$ cat config.mk
export PLATFORM = sky130hd
export DESIGN_NAME = out_port_uart_tx
export DESIGN_NICKNAME = d
export VERILOG_FILES = /design/src/rtl/out_port_uart_tx_pkg.sv /design/src/rtl/out_port_uart_tx_sync_fifo.sv /design/src/rtl/out_port_uart_tx.sv
export SDC_FILE = /design/constraint.sdc
export NUM_CORES = 1
export LEC_CHECK = 0
export ABC_AREA = 1
export CAP_MARGIN = 10
export CORE_ASPECT_RATIO = 2
export CORE_MARGIN = 8
export CORE_UTILIZATION = 64
export DETAILED_ROUTE_END_ITERATION = 12
export PLACE_DENSITY = 0.81
export SETUP_SLACK_MARGIN = 0.2
export SYNTH_ARGS = -nofsm -noshare
export SYNTH_HDL_FRONTEND = slang
export SYNTH_SLANG_ARGS = --single-unit
$ cat constraint.sdc
create_clock -name Clk -period 3.6 [get_ports Clk]
set_clock_uncertainty 0.15 [all_clocks]
set_input_delay 1.08 -clock Clk [delete_from_list [all_inputs] [get_ports Clk]]
set_output_delay 1.08 -clock Clk [all_outputs]
set_load 0.01 [all_outputs]
$ cat src/rtl/out_port_uart_tx_pkg.sv
// Shared definitions for the output-port UART transmitter: serializer
// state encodings and framing constants.
package out_port_uart_tx_pkg;

  typedef enum logic [1:0] {
    S_Idle  = 2'b00,
    S_Start = 2'b01,
    S_Data  = 2'b10,
    S_Stop  = 2'b11
  } uart_state_e;

  localparam int unsigned BITS_PER_BYTE = 8;

endpackage

$ cat src/rtl/out_port_uart_tx_sync_fifo.sv
// Small synchronous word FIFO. Pointers wrap modulo depth; a push while full
// is ignored (the caller flags the overflow), a pop while empty is ignored.
module sync_fifo #(
  parameter int unsigned DataWidth = 16,
  parameter int unsigned AddrBits  = 2
) (
  input  logic                 Clk,
  input  logic                 Reset,
  input  logic                 push,
  input  logic                 pop,
  input  logic [DataWidth-1:0] din,
  output logic [DataWidth-1:0] dout,
  output logic                 full,
  output logic                 empty
);

  localparam int unsigned Depth = 1 << AddrBits;

  logic [DataWidth-1:0] mem_q [Depth];
  logic [AddrBits-1:0]  wr_ptr_q, rd_ptr_q;
  logic [AddrBits:0]    count_q;
  logic                 do_push, do_pop;

  // Full/empty come from the registered count, so acceptance uses the pre-edge count.
  assign full    = (count_q == (AddrBits + 1)'(Depth));
  assign empty   = (count_q == '0);
  assign do_push = push & ~full;
  assign do_pop  = pop & ~empty;
  assign dout    = mem_q[rd_ptr_q];

  // Storage array; contents need no reset since count gates every read.
  always_ff @(posedge Clk) begin
    if (do_push) begin
      mem_q[wr_ptr_q] <= din;
    end
  end

  // Pointer and occupancy bookkeeping; pointer width gives the modulo wrap.
  always_ff @(posedge Clk or negedge Reset) begin
    if (!Reset) begin
      wr_ptr_q <= '0;
      rd_ptr_q <= '0;
      count_q  <= '0;
    end else begin
      if (do_push) wr_ptr_q <= wr_ptr_q + 1'b1;
      if (do_pop)  rd_ptr_q <= rd_ptr_q + 1'b1;
      unique case ({do_push, do_pop})
        2'b10:   count_q <= count_q + 1'b1;
        2'b01:   count_q <= count_q - 1'b1;
        default: count_q <= count_q;
      endcase
    end
  end

endmodule

$ cat src/rtl/out_port_uart_tx.sv
// Output-port UART transmitter: queues CPU output-register writes and sends
// each word as DataWidth/8 bytes, low byte first, 8N1, LSB first.
module out_port_uart_tx
  import out_port_uart_tx_pkg::*;
#(
  parameter int unsigned DataWidth    = 16,
  parameter int unsigned ClkDiv       = 4,
  parameter int unsigned FifoAddrBits = 2
) (
  input  logic                 Clk,
  input  logic                 Reset,
  input  logic                 Wr,
  input  logic [DataWidth-1:0] Data_in,
  output logic                 Full,
  output logic                 Busy,
  output logic                 Overflow,
  output logic                 Tx
);

  localparam int unsigned NumBytes = DataWidth / BITS_PER_BYTE;
  localparam int unsigned ByteIdxW = (NumBytes > 1) ? $clog2(NumBytes) : 1;
  localparam int unsigned DivW     = (ClkDiv > 1) ? $clog2(ClkDiv) : 1;

  localparam logic [DivW-1:0]     LastDiv  = DivW'(ClkDiv - 1);
  localparam logic [ByteIdxW-1:0] LastByte = ByteIdxW'(NumBytes - 1);
  localparam logic [2:0]          LastBit  = 3'(BITS_PER_BYTE - 1);

  uart_state_e          state_q, state_d;
  logic [DivW-1:0]      div_q, div_d;
  logic [2:0]           bit_idx_q, bit_idx_d;
  logic [ByteIdxW-1:0]  byte_idx_q, byte_idx_d;
  logic [DataWidth-1:0] shift_q, shift_d;
  logic                 tx_q, tx_d;
  logic                 overflow_q, overflow_d;
  logic                 div_last;

  logic                 fifo_pop;
  logic [DataWidth-1:0] fifo_dout;
  logic                 fifo_full, fifo_empty;

  sync_fifo #(
    .DataWidth (DataWidth),
    .AddrBits  (FifoAddrBits)
  ) u_fifo (
    .Clk   (Clk),
    .Reset (Reset),
    .push  (Wr),
    .pop   (fifo_pop),
    .din   (Data_in),
    .dout  (fifo_dout),
    .full  (fifo_full),
    .empty (fifo_empty)
  );

  assign div_last = (div_q == LastDiv);

  // Next-state logic: serializer FSM, bit timing and the line level for the next cycle.
  always_comb begin
    state_d    = state_q;
    div_d      = div_q;
    bit_idx_d  = bit_idx_q;
    byte_idx_d = byte_idx_q;
    shift_d    = shift_q;
    fifo_pop   = 1'b0;
    tx_d       = 1'b1;
    overflow_d = overflow_q | (Wr & fifo_full);

    unique case (state_q)
      S_Idle: begin
        tx_d = 1'b1;
        if (!fifo_empty) begin
          fifo_pop   = 1'b1;
          shift_d    = fifo_dout;
          byte_idx_d = '0;
          div_d      = '0;
          state_d    = S_Start;
        end
      end
      S_Start: begin
        tx_d = 1'b0;
        if (div_last) begin
          div_d     = '0;
          bit_idx_d = '0;
          state_d   = S_Data;
        end else begin
          div_d = div_q + 1'b1;
        end
      end
      S_Data: begin
        tx_d = shift_q[bit_idx_q];
        if (div_last) begin
          div_d = '0;
          if (bit_idx_q == LastBit) begin
            state_d = S_Stop;
          end else begin
            bit_idx_d = bit_idx_q + 1'b1;
          end
        end else begin
          div_d = div_q + 1'b1;
        end
      end
      S_Stop: begin
        tx_d = 1'b1;
        if (div_last) begin
          div_d = '0;
          if (byte_idx_q != LastByte) begin
            byte_idx_d = byte_idx_q + 1'b1;
            shift_d    = shift_q >> BITS_PER_BYTE;
            state_d    = S_Start;
          end else begin
            state_d = S_Idle;
          end
        end else begin
          div_d = div_q + 1'b1;
        end
      end
      default: state_d = S_Idle;
    endcase
  end

  // State registers; reset drops any frame in flight and returns the line high.
  always_ff @(posedge Clk or negedge Reset) begin
    if (!Reset) begin
      state_q    <= S_Idle;
      div_q      <= '0;
      bit_idx_q  <= '0;
      byte_idx_q <= '0;
      shift_q    <= '0;
      tx_q       <= 1'b1;
      overflow_q <= 1'b0;
    end else begin
      state_q    <= state_d;
      div_q      <= div_d;
      bit_idx_q  <= bit_idx_d;
      byte_idx_q <= byte_idx_d;
      shift_q    <= shift_d;
      tx_q       <= tx_d;
      overflow_q <= overflow_d;
    end
  end

  assign Tx       = tx_q;
  assign Full     = fifo_full;
  assign Overflow = overflow_q;
  assign Busy     = ~fifo_empty | (state_q != S_Idle);

endmodule

* After elaboration in Yosys (flattened, before gate mapping)
Memories as Yosys holds them, arrays and structs flattened. Cells that the tools add are included.
Storage, ports and cells: flip-flop bits (word level) 33, RAM bits 64, input port bits 19, output and inout port bits 4, word-level logic and storage cells 83, memories 1
Memory list:
- u_fifo.mem_q | depth 4, bits a word 16, read ports 1, clocked after memory_dff 0, write ports 1, RTL line out_port_uart_tx_sync_fifo.sv:19 | logic [DataWidth-1:0] mem_q [Depth];
Cells by class: add/sub/neg operators 7, magnitude comparators 1, eq/ne operators 15, mux-type cells 30, bitwise logic cells 7, reductions and logical operators 12
Operator list (number):
- two-way mux 16 bit | 3
- one-hot mux 16 bit (2 select lines) | 1
- two-way mux 2 bit | 7
- != test 2 bit (second input constant) | 7
- one-hot mux 3 bit (2 select lines) | 2
- two-way mux 1 bit | 9
- two-way mux 3 bit | 3
- equality test 2 bit (second input constant) | 4
- one-hot mux 2 bit (4 select lines) | 1
- AND reduction 4 bit | 2
- nonzero test 2 bit | 4
- adder 2 x 1 -> 2 bit (second input constant) | 3
- adder 3 x 1 -> 3 bit (second input constant) | 2
- equality test 3 bit (second input constant) | 2
- < comparator 3 x 5 -> 1 bit (second input constant) | 1
- AND reduction 5 bit | 1
- equality test 2 x 1 -> 1 bit (second input constant) | 2
- one-hot mux 2 bit (2 select lines) | 1
- AND 1 bit | 3
- binary-select mux 1 bit (select 3 bit) | 1
- zero test 3 bit | 1
- one-hot mux 1 bit (3 select lines) | 1
- AND reduction 3 bit | 1
- OR reduction 3 bit | 1
- 7 further kinds | 9

* Logic depth before layout (Yosys ltp)
depth after elaboration 6, mapped depth 10, depth with buffers taken out 10

* By module
A second synthesis with hierarchy kept.
Unflattened totals: cell total of the unflattened synthesis 401, area, all modules 4390.5 µm²
Modules (own cells, without submodules):
- sync_fifo | instances 1, cells each 248, area each 3022.9 µm², sequential area each 2097.0 µm²
- out_port_uart_tx | instances 1, cells each 153, area each 1367.6 µm², sequential area each 651.9 µm²

* Worst setup path after synthesis
No wires, ideal clock.
kind input -> register, start point in Wr, end point reg u_fifo.count_q[2], setup time 131 ps, arrival time 2213 ps, required time 3319 ps, setup slack 1106 ps, stages 7, buffers on the path 0, path through nand2_1 ha_1 inv_1 fa_1 a21oi_1 o21ai_0 xor2_1
On the way: cells in the longest elaborated chain, start to end 3, elaborated cells on any way between the ends 5, classes of those cells 2 x eq/ne; 1 x mux; 1 x bitwise; 1 x reduce/logical
Ends and longest elaborated chain:
- from (decl) | RTL line out_port_uart_tx.sv:12 | input logic Wr,
- AND 1 bit * | RTL line out_port_uart_tx_sync_fifo.sv:27 | assign do_push = push & ~full;
- equality test 2 x 1 -> 1 bit or equality test 2 bit (tied branches) | RTL line out_port_uart_tx_sync_fifo.sv:47 | unique case ({do_push, do_pop})
- one-hot mux 3 bit (2 select lines) or nonzero test 2 bit (tied branches)
- to (signal assigned) | RTL line out_port_uart_tx_sync_fifo.sv:48 | 2'b10: count_q <= count_q + 1'b1;
- to (signal assigned) | RTL line out_port_uart_tx_sync_fifo.sv:49 | 2'b01: count_q <= count_q - 1'b1;
- to (signal assigned) | RTL line out_port_uart_tx_sync_fifo.sv:50 | default: count_q <= count_q;
- to (decl) | RTL line out_port_uart_tx_sync_fifo.sv:21 | logic [AddrBits:0] count_q;
Every way passes the cells marked *; elsewhere a longest branch is shown, timed or not. A chain may end at the register's enable or synchronous reset.

* Worst setup path in the final report
start point reg state_q[0], end point out Busy
On the way: cells in the longest elaborated chain, start to end 2
Ends and longest elaborated chain:
- from (decl) | RTL line out_port_uart_tx.sv:28 | uart_state_e state_q, state_d;
- from (signal assigned) | RTL line out_port_uart_tx.sv:124 | state_q <= S_Idle;
- from (signal assigned) | RTL line out_port_uart_tx.sv:132 | state_q <= state_d;
- nonzero test 2 bit | RTL line out_port_uart_tx.sv:145 | assign Busy = ~fifo_empty | (state_q != S_Idle);
- OR 1 bit | RTL line out_port_uart_tx.sv:145
- to (decl) | RTL line out_port_uart_tx.sv:15 | output logic Busy,
Every way passes these cells.

==> results.ini <==
[floorplan]
dieArea_mm2 = 0.00959
ios = 23
initial_utilization = 0.647
dieHeight_um = 131
die_w_um = 73.4
num_rows = 42
core_mm2 = 0.00652

[timing]
finalHoldViolations = 0
drv_slew = 0
max_freq_ghz = 0.327
min_period_ns = 3.06
fin_ws_ns = 0.538
tns_ns = 0
relSlewSlack = 0.326
period_share = 0.851
rsz0062_at_grt = false
tightestPinTransition_ns = 1.01
setup_viol = 0

[pwr]
swShare = 0.259
internal-power_w = 0.00198
p_sw_w = 0.000694
power_density_mw_per_mm2 = 556
p_leak_nw = 2.00
clockPowerShare = 0.330
ir_drop_mv = 0.527
pwr-share-seq = 0.537
comb_power_share = 0.133

[grt]
grt_pass1_wl_mm = 13.2
antenna_found_initial = 0
grtUsageTotal = 0.187
grt_max_degree = 34
grt.overflow.total = 0
first_global_vias = 2861

[layout]
syn_to_final_growth_pct = 14.0
drive_above_1_share = 0.100
n_antenna_cell = 0
nets = 449

[synthesis]
syn_area_mm2 = 0.00421
synth_cell_types = 29
synth_nets = 423
synth.most_common_cell = nand2_1
synth_top_area_cell = edfxtp_1
ys_seq_area_frac = 0.652
ys.flop_type = edfxtp_1
syn_inst = 389
ys_ff_latch = 97
synthesis.area_per_instance_um2 = 10.8
yosys.area.top_type_share = 0.456
synth-async-reset-ratio = 0.340
yosys_warnings = 0
synth.area.top_cells = edfxtp_1, dfrtp_1, nand2_1, nand3_1, ha_1
synth_edf_count = 64
synth_commonest_cells = nand2_1, edfxtp_1, nand3_1

[placed_design]
io_buffer_count = 22
dp_hpwl_mm = 5.17
post-place-ws_ns = 0.507
gp_congestion = 0.769

[routing]
dr_total_vias = 2809
route.detailed.drc = 0
drt-initial-drc-count = 195
drtAntennaViolNets = 0
wl_per_cell_um = 15.8
first_pass_iters = 4
viasPerCell = 5.53
routed_wl_mm = 8.02

[clock_network]
cts_tree = built
clk_latency_ns = 0.34
post_cts.repair.setup_buffers = 0
cts_root_buffer = clkbuf_16
h-tree-depth = 3
numClockSinks = 97
ctsHoldBuffers = 0
cts-resized-gates = 0
clk_transition_reported_paths_ns = 0.07
cts_made_buffers = 9
cts_buffer_depth = 2

[worst_setup_path]
slowest_delay_ns = 0.51
crit_family = buffers and inverters
rr_startpoint = state_q[1]$_DFFE_PN0P_
slowest_stage = clkdlybuf4s50_1
arrival_ns = 1.83
crit_path_start = state_q[0]$_DFFE_PN0P_
cp-end-kind = output port
path_max_fanout = 6
critPathBufInv = 2
critPathLaunchType = flop
crit_type = reg -> out
required_ns = 2.37
worstPathCellList = inv_1 -> ha_1 -> nand3_2 -> clkdlybuf4s50_1

[worst_hold_path]
holdCritPathClass = reg -> reg
hp-start = Overflow$_DFF_PN0_

[status]
outcome = complete, no violations

[flow_run]
cap_violations = 0

[stage by stage]
stage	hold WS [ns]	std cells	util	area, µm²	total power (W)
6_report	0.325	508	0.737	4800	0.00267
5_1_grt	0.356	508	0.737	4800	0.00278
4_1_cts	0.330	508	0.737	4800	0.00270
3_5_place_dp	0.314	492	0.695	4530	0.00181
3_3_place_gp	0.311	492	0.695	4530	0.00178
2_1_floorplan	0.304	389	-	4210	0.00166
[routing by layer]
layer,wire [µm],track usage,vias up
met5,0,0,-
met4,197,0.125,0
met3,436,0.0413,17
met2,4480,0.329,67
met1,2910,0.190,1366
li1,-,-,1359
[kinds of logic after synthesis]
logic type / synth area share
xor+xnor: 0.00832
flops: 0.652
simple gates: 0.194
fa+ha+maj: 0.0463
compound gates: 0.0517
buf+inv: 0.0478
[sequential cells by signal (all words and copies together) (netlist names)]
register	count
u_fifo.mem_q	64
shift_q	16
bit_idx_q	3
u_fifo.count_q	3
div_q	2
state_q	2
u_fifo.rd_ptr_q	2
u_fifo.wr_ptr_q	2
Overflow	1
Tx	1
byte_idx_q	1
[final timing paths]
path,endpoint,slack [ns],cells past startpoint
max,Busy,0.54,4
max reg2reg,shift_q[10]$_DFFE_PN0P_,1.18,7
min,Overflow$_DFF_PN0_,0.33,1
min reg2reg,Overflow$_DFF_PN0_,0.33,1
max in group asynchronous,Tx$_DFF_PN1_,1.96,2
min in group asynchronous,shift_q[11]$_DFFE_PN0P_,1.00,2
[worst register-to-register path: stages, from the launching register on]
cell and delay, ns:
dfrtp_1 0.41, ha_1 0.46, inv_4 0.19, or2_4 0.29, a21oi_4 0.35, inv_2 0.26
nand2_1 0.14, o21ai_2 0.07
[area by class of cell]
type | count | area [µm²]
Tap cell | 88 | 110
Clock buffer | 9 | 225
Clock inverter | 7 | 53.8
Inverter | 34 | 130
Timing Repair Buffer | 29 | 273
Fill cell | 471 | 1710
Multi-Input combinational cell | 244 | 1260
Sequential cell | 97 | 2750
[power by group through the flow]
stage               Clock, W  Sequential (W)  Combinational [W]
finish              0.000883         0.00143           0.000356
global route        0.000936         0.00145           0.000397
CTS                 0.000901         0.00143           0.000362
detailed placement         0         0.00145           0.000357
global placement           0         0.00145           0.000337
floorplan                  0         0.00145           0.000214
[placed cells by master (no fill, tap or decap)]
| cell | netlist | final |
|---|---|---|
| inv_2 | 1 | 1 |
| clkinv_2 | 0 | 2 |
| nand4_1 | 1 | 1 |
| a21oi_1 | 3 | 3 |
| inv_4 | 1 | 1 |
| nor3_1 | 1 | 1 |
| edfxtp_1 | 64 | 64 |
| nand2_2 | 2 | 2 |
| or2_2 | 1 | 1 |
| o21ai_2 | 8 | 8 |
| clkdlybuf4s50_1 | 0 | 22 |
| clkbuf_16 | 0 | 9 |
| inv_1 | 32 | 32 |
| fa_1 | 1 | 1 |
| dfrtp_1 | 32 | 32 |
| ha_1 | 14 | 14 |
| nand3_1 | 59 | 59 |
| nor2_2 | 1 | 1 |
| dfstp_2 | 1 | 1 |
| nor2_1 | 11 | 11 |
| or2_4 | 1 | 1 |
| inv_6 | 0 | 3 |
| a211oi_1 | 1 | 1 |
| nand3_2 | 1 | 1 |
| a31o_2 | 1 | 1 |
| clkinv_4 | 0 | 2 |
| xnor2_1 | 1 | 1 |
| xor2_1 | 3 | 3 |
| a21oi_4 | 1 | 1 |
| o21ai_0 | 20 | 20 |
| nand2_1 | 113 | 113 |
| buf_4 | 0 | 7 |
No activity file was read; power rests on OpenSTA's default activity.
